[src/rtl/fetch_align.sv]
// Instruction fetch and RV32IC realignment stage: word fetch into a halfword queue,
// one instruction per cycle into the IF/ID register, static BTFN prediction.
module fetch_align #(
    parameter logic [31:0] BOOT_ADDR = 32'h8000_0000,
    parameter int          QDEPTH    = 4
) (
    input  logic        clk_i,
    input  logic        rstn_i,
    input  logic        stallF_i,
    input  logic        redirect_i,
    input  logic [31:0] redirect_pc_i,
    output logic        imem_req_o,
    output logic [31:0] imem_addr_o,
    input  logic        imem_gnt_i,
    input  logic        imem_rvalid_i,
    input  logic [31:0] imem_rdata_i,
    output logic [31:0] pcF_o,
    output logic [31:0] instrF_o,
    output logic        tb_update_o,
    output logic        bTakenF_o
);
    localparam int          QW  = $clog2(QDEPTH);
    localparam logic [31:0] NOP = 32'h0000_0013;

    logic [15:0]   q [QDEPTH];
    logic [QW-1:0] rd_ptr, wr_ptr;
    logic [QW:0]   count;
    logic [31:0]   fpc, ipc;
    logic          req_q, outstanding, discard, req_half;

    logic [15:0]   h0, h1;
    logic [31:0]   instr, imm, target;
    logic          need2, avail, issue, taken, flush, granted, push;
    logic          is_jal, is_br;
    logic [1:0]    npop, npush;
    logic [QW:0]   count_next;
    logic          out_next, discard_next, req_next;

    always_comb begin
        h0     = q[rd_ptr];
        h1     = q[rd_ptr + QW'(1)];
        need2  = (h0[1:0] == 2'b11);
        avail  = need2 ? (count > (QW+1)'(1)) : (count != '0);
        issue  = avail && !stallF_i && !redirect_i;
        instr  = need2 ? {h1, h0} : {16'h0000, h0};
        is_jal = (instr[6:0] == 7'b1101111);
        is_br  = (instr[6:0] == 7'b1100011);
        taken  = issue && need2 && (is_jal || (is_br && instr[31]));
        imm    = is_jal ? {{12{instr[31]}}, instr[19:12], instr[20], instr[30:21], 1'b0}
                        : {{20{instr[31]}}, instr[7], instr[30:25], instr[11:8], 1'b0};
        target = ipc + imm;
        flush  = redirect_i || taken;

        granted = req_q && imem_gnt_i;
        // Responses to a flushed request, or arriving in a flush cycle, belong to the old path.
        push    = imem_rvalid_i && outstanding && !discard && !flush;
        npush   = !push ? 2'd0 : (req_half ? 2'd1 : 2'd2);
        npop    = !issue ? 2'd0 : (need2 ? 2'd2 : 2'd1);
        count_next = count + (QW+1)'(npush) - (QW+1)'(npop);

        out_next     = granted || (outstanding && !imem_rvalid_i);
        discard_next = 1'b0;
        req_next     = 1'b0;
        if (flush) begin
            discard_next = out_next;
            req_next     = !out_next;
        end else begin
            discard_next = discard && out_next;
            if (req_q && !imem_gnt_i)
                req_next = 1'b1;
            else
                req_next = !out_next && (count_next <= (QW+1)'(QDEPTH - 2));
        end
    end

    assign imem_req_o  = req_q;
    assign imem_addr_o = {fpc[31:2], 2'b00};

    always_ff @(posedge clk_i or negedge rstn_i) begin
        if (!rstn_i) begin
            req_q       <= 1'b0;
            outstanding <= 1'b0;
            discard     <= 1'b0;
            req_half    <= 1'b0;
            fpc         <= BOOT_ADDR;
            ipc         <= BOOT_ADDR;
            rd_ptr      <= '0;
            wr_ptr      <= '0;
            count       <= '0;
            pcF_o       <= BOOT_ADDR;
            instrF_o    <= NOP;
            tb_update_o <= 1'b0;
            bTakenF_o   <= 1'b0;
        end else begin
            req_q       <= req_next;
            outstanding <= out_next;
            discard     <= discard_next;
            if (granted)
                req_half <= fpc[1];

            if (redirect_i) begin
                fpc <= redirect_pc_i & 32'hFFFF_FFFE;
                ipc <= redirect_pc_i & 32'hFFFF_FFFE;
            end else if (taken) begin
                fpc <= target;
                ipc <= target;
            end else begin
                if (granted)
                    fpc <= (fpc & 32'hFFFF_FFFC) + 32'd4;
                if (issue)
                    ipc <= ipc + (need2 ? 32'd4 : 32'd2);
            end

            if (flush) begin
                rd_ptr <= '0;
                wr_ptr <= '0;
                count  <= '0;
            end else begin
                rd_ptr <= rd_ptr + QW'(npop);
                wr_ptr <= wr_ptr + QW'(npush);
                count  <= count_next;
            end

            // IF/ID register: redirect forces a bubble even under stall; pcF holds on bubbles.
            if (redirect_i) begin
                instrF_o    <= NOP;
                tb_update_o <= 1'b0;
                bTakenF_o   <= 1'b0;
            end else if (!stallF_i) begin
                if (issue) begin
                    pcF_o       <= ipc;
                    instrF_o    <= instr;
                    tb_update_o <= 1'b1;
                    bTakenF_o   <= taken;
                end else begin
                    instrF_o    <= NOP;
                    tb_update_o <= 1'b0;
                    bTakenF_o   <= 1'b0;
                end
            end
        end
    end

    // First word after a halfword-aligned target only contributes its upper half.
    always_ff @(posedge clk_i) begin
        if (push) begin
            if (req_half) begin
                q[wr_ptr] <= imem_rdata_i[31:16];
            end else begin
                q[wr_ptr]          <= imem_rdata_i[15:0];
                q[wr_ptr + QW'(1)] <= imem_rdata_i[31:16];
            end
        end
    end
endmodule

[config.mk]
export PLATFORM = sky130hd
export DESIGN_NAME = fetch_align
export DESIGN_NICKNAME = d
export VERILOG_FILES = /design/src/rtl/fetch_align.sv
export SDC_FILE = /design/constraint.sdc
export NUM_CORES = 1
export LEC_CHECK = 0
export ABC_CLOCK_PERIOD_IN_PS = 4200
export BUFFER_PORTS_ARGS = -buffer_cell sky130_fd_sc_hd__buf_2
export CORE_MARGIN = 2
export CORE_UTILIZATION = 50
export CTS_BUF_LIST = sky130_fd_sc_hd__clkbuf_8
export CTS_CLUSTER_SIZE = 25
export DETAILED_ROUTE_END_ITERATION = 8
export PLACE_DENSITY_LB_ADDON = 0.1
export SLEW_MARGIN = 20
export SYNTH_ARGS = -nofsm -noshare
export SYNTH_HDL_FRONTEND = slang
export SYNTH_SLANG_ARGS = --single-unit
[constraint.sdc]
create_clock -name clk_i -period 4.2 [get_ports clk_i]
set_input_delay 0.42 -clock clk_i [delete_from_list [all_inputs] [get_ports clk_i]]
set_output_delay 0.42 -clock clk_i [all_outputs]
set_load 0.01 [all_outputs]
==> out/summary.txt, run 1 <==
R2r endpoint = fpc[21]
Synthesized area per cell = 9.54 sq um
H-tree depth = 2
Num Clock Sinks = 202
DR pass1 iterations = 5
Yosys top cell area share = 0.259
Max Cap Violations = 0
Initial core utilization = 0.509
Total Nets Final = 1641
Most common cell after layout, fill and taps aside = nand2_1
DPL Wire Length = 26400 um
Max Root-Sink Buffers = 3
Most used flip-flop cell after synthesis = dfrtp_1
Max Clk Rate = 247 MHz
Clock buffer count from CTS = 37
Slowest Stage Delay on Critical Path = 0.50 ns
Core Util, Final = 0.600
Post-synth EDFFs = 64
Initial antenna violation count = 0
Share of layout cells above drive strength 1 = 0.253
Placed Area = 14200 sq um
Flop-to-flop setup slack = 0.15 ns
R2R cell count = 16
Vias/cell = 5.74
Worst VDD drop = 0.307 mV
Sequential-to-total area share from yosys stat = 0.421
Largest net degree at the start of global routing = 77
Pwr/cell area = 482 nW/um^2
Placeable Area = 25100 sq um
GP Congestion = 0.905
Synthesized cell area = 12800 sq um
Gr ovfl total = 0
RSZ-0062 raised after global routing = yes
Routed wire length = 36300 um
Hold Path Stages = 3
Final Max Tran Viols = 0
Multi-input gate area = 6900 sq um
Cells after Synth = 1339
Critical path arrival = 4.49 ns
Critical path type = flop to flop
Die ar. = 26800 sq um
Crit. End Element = flop
Startpoint Class = flop
Crit path max fanout = 7
DRC = 0
Clock Skew = 0.0193 ns
Row cnt = 58
Hold Crit Start = redirect_pc_i[28]
Ports = 169
Final hold violation count = 0
First-pass GRT wire length = 57200 um
Post-route design area = 15100 sq um
Worst EP required = 4.64 ns
Post-detailed-route wirelength per cell = 19.2 um
Tightest Pin Transition = 1.02 ns
Highest routed layer = met4
DRT antenna net count = 0
Hold Path End = ipc[28]
Ys Warns = 0
Fin crit period = 4.05 ns
Worst R2R Start = rd_ptr[0]
Root buf cell = clkbuf_8
Cell leakage power = 6.65 nW
Met3 wire len = 2360 um
Power consumption = 0.00725 W
Status = complete, no violations
Synthesis-stage register bit count = 202
CP cell instances = buf_12, mux4_2, and2_4, nand3_2, or2_4, mux2_2, ha_1, fa_2, a21oi_2, nand4b_1, and4b_1, nor2_1, a21o_1, a2111o_1, o2111ai_1, nand2_1
Clock Latency Late Sink = 0.55 ns
Metal1 wirelength = 16800 um
Rel. slew slack = 0.322
Iteration-0 DRC Markers = 889
Final Setup Violations = 0
Min-Delay Path Class = input pin to flop
Met2 Wirelength = 16000 um
Die width = 164 um
Synthesis-to-layout area growth = 17.9%
Final period util = 0.964
Clock slew at reported path FFs = 0.06 ns
Yosys cell types = 76
Top post-synthesis cells by area = dfrtp_1 26%, edfxtp_1 15%, nand2_1 6.4%
Total global-route track usage = 0.271
Number of fill cells in the layout = 2313
Final setup TNS = 0 ns
Async SR Flop Fraction = 0.683
Most frequent cells in the layout = 219 x nand2_1, 163 x buf_2, 130 x dfrtp_1
Port Buf Inserts = 164
Diodes inserted = 0
Vias post-DR = 10.8k
Largest area contributor in the synthesized netlist = dfrtp_1
CTS tree = done
Number of global-route vias before repair = 10.5k
Crit path max-delay cell type = mux4_2
DIE HEIGHT = 164 um
FF+latch area = 5390 sq um
-- worst max path at each step --
stage                   start      end  slack [ns]  cells past startpoint
finish              rd_ptr[0]  fpc[21]        0.15                     16
global route        rd_ptr[0]  fpc[25]       -0.03                     16
CTS                 rd_ptr[0]  fpc[30]      -0.002                     16
detailed placement  rd_ptr[0]  ipc[31]       -0.13                     16
global placement    rd_ptr[0]  fpc[31]       -0.09                     16
floorplan           rd_ptr[0]  fpc[21]        0.02                     17
-- area by class of cell --
type,count,area share
clock buffers,42,0.0384
clock inverters,23,0.00939
inverters,21,0.00524
multi-input cells,1010,0.458
flip-flops and latches,202,0.358
well taps,330,0.0274
repair buffers,258,0.104
-- metrics by stage --
step | setup WS [ns] | instances | hold WS [ns]
after floorplan | 0.0160 | 1341 | 0.124
after CTS | -0.00185 | 1880 | 0.0849
after detailed placement | -0.130 | 1813 | 0.446
final | 0.149 | 1886 | 0.106
after global placement | -0.0933 | 1813 | 0.442
after global routing | -0.0293 | 1886 | 0.104
-- cells in the mapped netlist (14+ instances only) --
cell      number
a211oi_1      14
a21o_1        18
a21oi_1       87
a22o_1        14
a31oi_1       20
and3_1        20
buf_1         14
buf_4         34
clkbuf_1      51
dfrtp_1      132
edfxtp_1      64
ha_1          37
inv_1         21
mux2_1        55
mux2_2        17
mux2i_1       31
nand2_1      219
nand3_1       24
nand4_1       15
nor2_1        90
nor3_1        15
o211ai_1      15
o21ai_0       62
o21ai_1       28
xnor2_1       42
xor2_1        26
-- power breakdown --
group | internal [W] | total (W) | switching, W
Sequential | 0.00240 | 0.00276 | 0.000359
Combinational | 0.00112 | 0.00263 | 0.00150
Clock | 0.000987 | 0.00186 | 0.000876
-- worst max-delay path, delay by kind of cell (launching register included) --
kind            cells  cell delay (ns)
compound gates      4             0.89
fa+ha+maj           2             0.58
buf+inv             1             0.14
flops               1             0.44
mux                 2             0.86
simple gates        7             1.02
-- cell families after synthesis --
kind of cell | after synthesis | synth area share
other | 1 | 0.000294
adder cells (fa/ha/maj) | 41 | 0.0425
buffers and inverters | 129 | 0.0507
AO/OA/AOI/OAI | 339 | 0.169
multiplexers | 120 | 0.112
AND/OR/NAND/NOR | 439 | 0.157
XOR/XNOR | 68 | 0.0466
flip-flops | 202 | 0.421
-- per-layer routing --
metal | up-vias | global-route usage
li1 | 5226 | -
met1 | 5142 | 0.394
met2 | 393 | 0.417
met3 | 72 | 0.0412
met4 | 0 | 0.0909
met5 | - | 0
-- what timing repair did --
item,4_1_cts,5_1_grt
endpoints found under the hold margin,62,0
pin swaps,3,8
setup buffers,1,6
hold buffers,1,0
setup endpoints to repair,17,38
resized for setup,6,27
gates cloned,0,0
-- flip-flops by register name (all words and copies together) (netlist names), 2 cells and up --
| register | cells |
|---|---|
| count | 3 |
| fpc | 31 |
| instrF_o | 32 |
| ipc | 31 |
| pcF_o | 31 |
| q | 64 |
| rd_ptr | 2 |
| wr_ptr | 2 |
(Power assumes the default switching activity.)
==> run 2: changes to the inputs <==
ABC_AREA = 1   (was default)
CORE_MARGIN = default   (was 2)
RECOVER_POWER = 100   (was default)
==> run 2 against run 1 <==
Synthesized cell count increased by 56%. Maximum frequency is 3.6% higher. First-iteration DRC count increased by 25%. Setup slack better by 0.14 ns. Via count is 32% higher. Worst hold slack better by 0.066 ns. Non-clock buffer count decreased by 49. Count of clock-buffer cells in the layout decreased by 2. The run now ends with capacitance limit, slew limit left. Area after synthesis up 13%. Critical endpoint is now imem_req_o.
==> out/summary.txt, run 2 <==
Status = complete, but fails checks (was complete, no violations)
Failing checks = capacitance limit, slew limit
Initial core utilization = 0.514 (was 0.509)
Total Nets Final = 2335 (was 1641)
Clock Latency Late Sink = 0.54 ns (was 0.55 ns)
Vias/cell = 5.44 (was 5.74)
Critical path arrival = 4.35 ns (was 4.49 ns)
Number of global-route vias before repair = 13.2k (was 10.5k)
Share of layout cells above drive strength 1 = 0.0884 (was 0.253)
Cells after Synth = 2091 (was 1339)
Largest regs = q: 64 flops, instrF_o: 32 flops (unchanged)
Startpoint Class = flop (unchanged)
Post-detailed-route wirelength per cell = 17.7 um (was 19.2 um)
Crit path max fanout = 15 (was 7)
Most common cell in the netlist = nand2_1 (unchanged)
Placeable Area = 28200 sq um (was 25100 sq um)
Total global-route track usage = 0.317 (was 0.271)
Root buf cell = clkbuf_8 (unchanged)
Largest family of logic cells by synthesized area = simple AND/OR/NAND/NOR gates (was compound AO/OA/AOI/OAI gates)
DPL Wire Length = 36200 um (was 26400 um)
Most frequent cells after synthesis = 730 x nand2_1, 220 x inv_1, 205 x nand3_1, 165 x nor2_1, 132 x dfrtp_1 (was 219 x nand2_1, 132 x dfrtp_1, 90 x nor2_1, 87 x a21oi_1, 64 x edfxtp_1)
Max Cap Violations = 2 (was 0)
Ports = 169 (unchanged)
Multi-input gate area = 7630 sq um (was 6900 sq um)
Largest net degree at the start of global routing = 89 (was 77)
First-pass GRT wire length = 72100 um (was 57200 um)
Crit. End Element = flop (unchanged)
Yosys top cell area share = 0.228 (was 0.259)
Clock buffer count from CTS = 35 (was 37)
Ys Warns = 0 (unchanged)
Max reg flops = 64 (unchanged)
Core Util, Final = 0.568 (was 0.600)
Row cnt = 61 (was 58)
Most frequent cells in the layout = 729 x nand2_1, 230 x inv_1, 205 x nand3_1 (was 219 x nand2_1, 163 x buf_2, 130 x dfrtp_1)
DIE HEIGHT = 172 um (was 164 um)
Max Clk Rate = 256 MHz (was 247 MHz)
Die ar. = 29700 sq um (was 26800 sq um)
RSZ-0062 raised after global routing = no (was yes)
Synthesized cell area = 14500 sq um (was 12800 sq um)
Final hold violation count = 0 (unchanged)
Num Clock Sinks = 202 (unchanged)
Final Setup Violations = 0 (unchanged)
Final Max Tran Viols = 124 (was 0)
Die width = 172 um (was 164 um)
Most common cell after layout, fill and taps aside = nand2_1 (unchanged)
Sequential-to-total area share from yosys stat = 0.372 (was 0.421)
DR pass1 iterations = 6 (was 5)
Pwr/cell area = 498 nW/um^2 (was 482 nW/um^2)
Routed wire length = 46600 um (was 36300 um)
Yosys cell types = 48 (was 76)
DRC = 0 (unchanged)
DRT antenna net count = 0 (unchanged)
Critical path type = flop to flop (unchanged)
Fin crit period = 3.91 ns (was 4.05 ns)
H-tree depth = 2 (unchanged)
Most used flip-flop cell after synthesis = dfrtp_1 (unchanged)
Mux cell area share after synthesis = 0 (was 0.112)
CP cell instances = buf_4, nand2_1, nand3_1, nand2_1, nand2_2, inv_2, nand4_4, inv_1, a21oi_4, nand2_1, nor2_1, inv_1, ha_1, inv_1, ha_1, inv_1, fa_1, xnor2_1, xnor2_1, o21ai_0, o22ai_1, nand2_1, o21ai_0 (was buf_12, mux4_2, and2_4, nand3_2, or2_4, mux2_2, ha_1, fa_2, a21oi_2, nand4b_1, and4b_1, nor2_1, a21o_1, a2111o_1, o2111ai_1, nand2_1)
Synthesized area per cell = 6.93 sq um (was 9.54 sq um)
Iteration-0 DRC Markers = 1111 (was 889)
Synth Area in XOR/XNOR = 0.0369 (was 0.0466)
FF+latch area = 5380 sq um (was 5390 sq um)
Cell leakage power = 8.23 nW (was 6.65 nW)
Worst EP required = 4.64 ns (about the same)
Initial antenna violation count = 0 (unchanged)
Post-Synth Adder-Cell Area = 0.0375 (was 0.0425)
Final period util = 0.931 (was 0.964)
Max Root-Sink Buffers = 3 (unchanged)
Clock Skew = 0.0172 ns (was 0.0193 ns)
Worst VDD drop = 0.244 mV (was 0.307 mV)
Synth Area in Compound Gates = 0.105 (was 0.169)
Power consumption = 0.00798 W (was 0.00725 W)
Tightest Pin Transition = 2.33 ns (was 1.02 ns)
Min-Delay Path Class = input pin to flop (unchanged)
Clock slew at reported path FFs = 0.06 ns (about the same)
Number of fill cells in the layout = 2908 (was 2313)
Async SR Flop Fraction = 0.683 (unchanged)
Diodes inserted = 0 (unchanged)
Largest area contributor in the synthesized netlist = dfrtp_1 (unchanged)
GP Congestion = 0.929 (was 0.905)
Port Buf Inserts = 164 (unchanged)
Gr ovfl total = 0 (unchanged)
Hold slack = 0.172 ns (was 0.106 ns)
Rel. slew slack = -0.555 (was 0.322)
CTS tree = done (unchanged)
Slowest Stage Delay on Critical Path = 0.49 ns (was 0.50 ns)
Top post-synthesis cells by area = dfrtp_1 23%, nand2_1 19%, edfxtp_1 13% (was dfrtp_1 26%, edfxtp_1 15%, nand2_1 6.4%)
Crit path max-delay cell type = dfrtp_2 (was mux4_2)
Most flops, register = q (unchanged)
Simple-gate portion of the synthesized area = 0.344 (was 0.157)
Synthesis-to-layout area growth = 10.5% (was 17.9%)
Vias post-DR = 14.3k (was 10.8k)
Final setup TNS = 0 ns (unchanged)
Synthesis-stage register bit count = 202 (unchanged)
Post-synth EDFFs = 64 (unchanged)
run 2: cell types whose count changed after synthesis, moves of 20 or more:
cell	change
nand2_1	+511
nor2_1	+75
mux2_1	-55
o21ai_1	-24
nand3_1	+181
nand4_1	+21
mux2i_1	-31
and3_1	-20
xor2_1	+21
xnor2_1	-28
inv_1	+199
run 2: final cells by class:
| cell class | instances | area share |
|---|---|---|
| multi-input combinational | 1549 | 0.477 |
| sequential | 202 | 0.336 |
| timing repair buffer | 209 | 0.0631 |
| inverter | 227 | 0.0534 |
| clock buffer | 40 | 0.0344 |
| tap | 378 | 0.0295 |
| clock inverter | 23 | 0.00656 |
run 2: worst paths after layout:
kind | start | cells past startpoint | slack, ns | to
max | rd_ptr[0] | 23 | 0.29 | imem_req_o
min | redirect_pc_i[9] | 3 | 0.17 | ipc[9]
max reg2reg | rd_ptr[0] | 23 | 0.29 | imem_req_o
min reg2reg | pcF_o[6] | 2 | 0.48 | pcF_o[6]
max in group asynchronous | rstn_i | 3 | 1.38 | instrF_o[21]
min in group asynchronous | rstn_i | 2 | 1.10 | pcF_o[15]
run 2: stage by stage:
stage                     std cells  area, sq um  setup slack, ns
after CTS                      2624        16100           0.0314
after global placement         2560        15500            0.120
after global routing           2628        16000           0.0161
after floorplan                2093        14500            0.656
after detailed placement       2560        15500          -0.0724
final                          2628        16000            0.289
run 2: routing by layer:
layer | vias up | GRT usage | wire length [um]
met5 | - | 0 | 0
met4 | 0 | 0.145 | 2150
met3 | 114 | 0.0348 | 2280
met2 | 528 | 0.560 | 23000
met1 | 6620 | 0.386 | 19200
li1 | 7043 | - | -
run 2: critical path: cells and delay by family, from the launching register on:
| kind | cells | cell delay [ns] |
|---|---|---|
| simple gates | 8 | 0.86 |
| fa+ha+maj | 3 | 0.79 |
| flops | 1 | 0.49 |
| compound gates | 4 | 0.58 |
| buf+inv | 6 | 0.76 |
| xor+xnor | 2 | 0.35 |
run 2: cell families (layout without fill, tap and decap cells):
| family | after synthesis | in the layout |
|---|---|---|
| DFF | 202 | 202 |
| xor gates and xnor gates | 61 | 61 |
| other | 1 | 3 |
| AOI/OAI and AO/OA | 253 | 253 |
| adders and majority gates | 41 | 41 |
| and+or+nand+nor | 1190 | 1191 |
| buffers and inverters | 343 | 499 |
run 2: timing repair:
item / in CTS / in global routing
hold endpoints to repair: 9 / 0
resized for setup: 1 / 9
buffers inserted: 0 / 3
endpoints found under the setup margin: 3 / 66
gates cloned: 0 / 1
hold buffers: 1 / 0
run 2: power breakdown:
| group | switching (W) | internal, W | total (W) |
|---|---|---|---|
| Sequential | 0.000443 | 0.00246 | 0.00291 |
| Clock | 0.000845 | 0.000877 | 0.00172 |
| Combinational | 0.00222 | 0.00113 | 0.00335 |
==> run 3: changes to the inputs <==
--- a/config.mk
+++ b/config.mk
@@ -7,8 +7,7 @@
 export LEC_CHECK = 0
 export ABC_AREA = 1
-export ABC_CLOCK_PERIOD_IN_PS = 4200
+export ABC_CLOCK_PERIOD_IN_PS = 5000
 export BUFFER_PORTS_ARGS = -buffer_cell sky130_fd_sc_hd__buf_2
 export CORE_UTILIZATION = 50
-export CTS_BUF_LIST = sky130_fd_sc_hd__clkbuf_8
 export CTS_CLUSTER_SIZE = 25
 export DETAILED_ROUTE_END_ITERATION = 8
==> constraint.sdc (replaced) <==
create_clock -name clk_i -period 5 [get_ports clk_i]
set_input_delay 0.25 -clock clk_i [delete_from_list [all_inputs] [get_ports clk_i]]
set_output_delay 0.25 -clock clk_i [all_outputs]
set_load 0.01 [all_outputs]
==> run 3 against run 2 <==
The run ends with hold timing, capacitance limit, slew limit left. Sequential power fell by 16%. Total power down 12%. Worst hold slack worse by 0.18 ns. Sequential share of layout area is essentially flat. Die area is the same. Final cell count fell by 1.5%. Count of clock-buffer cells in the layout is 12 lower. Non-clock buffer count down 18. Core utilization decreased by 0.067 points. Critical endpoint is now q[3][0]. Largest cell class unchanged. Clock skew fell by 0.0025 ns. Final area is 0.12% lower.
==> out/summary.txt, run 3 (same netlist as run 2, synthesis figures left out) <==
Clock Latency Late Sink = 0.53 ns (was 0.54 ns)
Status = complete, but fails checks (unchanged)
Worst R2R Start = rd_ptr[0] (unchanged)
Row cnt = 61 (unchanged)
Final hold violation count = 1 (was 0)
Metal1 wirelength = 18600 um (was 19200 um)
Vias post-DR = 14.4k (was 14.3k)
RSZ-0062 raised after global routing = no (unchanged)
Most used cell, CP = nand2_1
Slowest Stage Delay on Critical Path = 0.83 ns (was 0.49 ns)
Diodes inserted = 0 (unchanged)
Max Cap Violations = 3 (was 2)
Highest routed layer = met5 (was met4)
Final Max Tran Viols = 196 (was 124)
Multi-input gate area = 7580 sq um (was 7630 sq um)
FF+latch area = 5380 sq um (about the same)
Routed wire length = 46200 um (was 46600 um)
Port Buf Inserts = 164 (unchanged)
Final period util = 0.909 (was 0.931)
Clock Skew = 0.0147 ns (was 0.0172 ns)
Die width = 172 um (unchanged)
Tightest Pin Transition = 2.40 ns (was 2.33 ns)
Rel. slew slack = -0.602 (was -0.555)
Post-CTS setup buffers = 0 (unchanged)
Hold_buf cts = 1 (unchanged)
Min-Delay Path Class = input pin to flop (unchanged)
Crit path max-delay cell type = nand4_1 (was dfrtp_2)
Fin crit period = 4.54 ns (was 3.91 ns)
Worst EP required = 5.18 ns (was 4.64 ns)
Startpoint Class = flop (unchanged)
Total global-route track usage = 0.311 (was 0.317)
Core Util, Final = 0.568 (about the same)
Worst VDD drop = 0.238 mV (was 0.244 mV)
Crit path max fanout = 24 (was 15)
Iteration-0 DRC Markers = 1334 (was 1111)
Pwr/cell area = 439 nW/um^2 (was 498 nW/um^2)
Crit path max-delay family = simple AND/OR/NAND/NOR gates (unchanged)
DIE HEIGHT = 172 um (unchanged)
Failing checks = hold timing, capacitance limit, slew limit (was capacitance limit, slew limit)
Clock buffer count from CTS = 23 (was 35)
Max Clk Rate = 220 MHz (was 256 MHz)
CTS tree = done (unchanged)
Cell leakage power = 8.15 nW (was 8.23 nW)
Crit. End Element = flop (unchanged)
Hold Path End = ipc[2] (was ipc[9])
Max Root-Sink Buffers = 3 (unchanged)
Most common cell after layout, fill and taps aside = nand2_1 (unchanged)
Number of fill cells in the layout = 2787 (was 2908)
Total Nets Final = 2304 (was 2335)
Most flops, register = q (unchanged)
Placeable Area = 28200 sq um (unchanged)
Flop-to-flop setup slack = 0.46 ns (was 0.29 ns)
Share of layout cells above drive strength 1 = 0.0724 (was 0.0884)
Largest regs = q: 64 flops, instrF_o: 32 flops (unchanged)
Ports = 169 (unchanged)
Vias/cell = 5.56 (was 5.44)
Hold Path Stages = 3 (unchanged)
DRT antenna net count = 0 (unchanged)
Met2 Wirelength = 22400 um (was 23000 um)
Num Clock Sinks = 202 (unchanged)
Root buf cell = clkbuf_16 (was clkbuf_8)
Number of global-route vias before repair = 13.2k (about the same)
Buffer and inverter count on the worst path = 4 (was 6)
Critical path arrival = 4.72 ns (was 4.35 ns)
First-pass GRT wire length = 71600 um (was 72100 um)
R2R cell count = 13 (was 23)
Critical path type = flop to flop (unchanged)
Synthesis-to-layout area growth = 10.4% (was 10.5%)
H-tree depth = 1 (was 2)
Met3 wire len = 2830 um (was 2280 um)
Gr ovfl total = 0 (unchanged)
DRC = 0 (unchanged)
CP cell instances = buf_4, nand2_1, nand3_1, nand2_1, nand2_2, inv_1, nand3_2, nand2_1, a21oi_4, buf_4, nand4_1, o21ai_0, clkbuf_2 (was buf_4, nand2_1, nand3_1, nand2_1, nand2_2, inv_2, nand4_4, inv_1, a21oi_4, nand2_1, nor2_1, inv_1, ha_1, inv_1, ha_1, inv_1, fa_1, xnor2_1, xnor2_1, o21ai_0, o22ai_1, nand2_1, o21ai_0)
Die ar. = 29700 sq um (unchanged)
Hold slack = -0.00562 ns (was 0.172 ns)
Hold Crit Start = redirect_pc_i[2] (was redirect_pc_i[9])
R2r endpoint = q[3][0] (was imem_req_o)
Post-detailed-route wirelength per cell = 17.9 um (was 17.7 um)
DPL Wire Length = 35200 um (was 36200 um)
Most frequent cells in the layout = 731 x nand2_1, 223 x inv_1, 205 x nand3_1 (was 729 x nand2_1, 230 x inv_1, 205 x nand3_1)
GP Congestion = 0.961 (was 0.929)
DR pass1 iterations = 6 (unchanged)
Clock slew at reported path FFs = 0.06 ns (about the same)
Post-CTS Resized = 0 (was 1)
Initial antenna violation count = 1 (was 0)
Max reg flops = 64 (unchanged)
Largest net degree at the start of global routing = 93 (was 89)
Initial core utilization = 0.514 (unchanged)
Final Setup Violations = 0 (unchanged)
Final setup TNS = 0 ns (unchanged)
==> run 3: cell count changes in the layout (fill, tap and decap cells not counted), moves of 2 or more <==
| cell | before | now |
|---|---|---|
| inv_6 | 1 | 3 |
| bufinv_16 | 0 | 3 |
| nand2_2 | 5 | 3 |
| nand2_1 | 729 | 731 |
| inv_1 | 230 | 223 |
| clkinv_1 | 5 | 2 |
| nor2_1 | 161 | 163 |
| clkinv_2 | 8 | 2 |
| clkbuf_2 | 11 | 3 |
| buf_4 | 32 | 22 |
| clkbuf_16 | 0 | 24 |
| clkinvlp_4 | 1 | 4 |
| clkbuf_8 | 40 | 2 |
==> run 3: worst max path at each step <==
stage,startpoint,endpoint,cells after the start
6_report,rd_ptr[0],q[3][0],13
2_1_floorplan,rd_ptr[0],imem_req_o,26
4_1_cts,rd_ptr[0],imem_req_o,23
3_3_place_gp,rd_ptr[0],fpc[30],21
5_1_grt,rd_ptr[0],imem_req_o,23
3_5_place_dp,rd_ptr[0],fpc[21],24
==> run 3: routing by layer <==
layer,up-vias,track usage
met4,2,0.154
li1,6988,-
met1,6664,0.383
met5,-,0
met3,143,0.0355
met2,603,0.538
==> run 3: tightest hold or removal path: cells and delay by family <==
family        cells  cell delay [ns]
buf+inv           1             0.08
simple gates      2             0.16
==> run 3: cell type report <==
cell class                      instances  share of cell area
Clock inverter                         14              0.0102
Multi-Input combinational cell       1548               0.474
Tap cell                              378              0.0296
Timing Repair Buffer                  191              0.0561
Sequential cell                       202               0.337
Clock buffer                           28              0.0400
Inverter                              227              0.0533
==> run 3: power breakdown <==
group          leakage, nW  total (W)  internal, W  switching, W
registers             2.30    0.00244      0.00207      0.000372
clock network        0.383    0.00180      0.00107      0.000733
logic                 5.47    0.00277     0.000925       0.00185
==> run 3: through the flow <==
stage,total power (W),cells,setup slack [ns],area (sq um)
floorplan,0.00442,2093,1.46,14500
global placement,0.00521,2545,0.841,15400
detailed placement,0.00526,2545,0.849,15400
CTS,0.00707,2588,0.806,16200
global route,0.00750,2588,0.238,16000
finish,0.00702,2588,0.457,16000
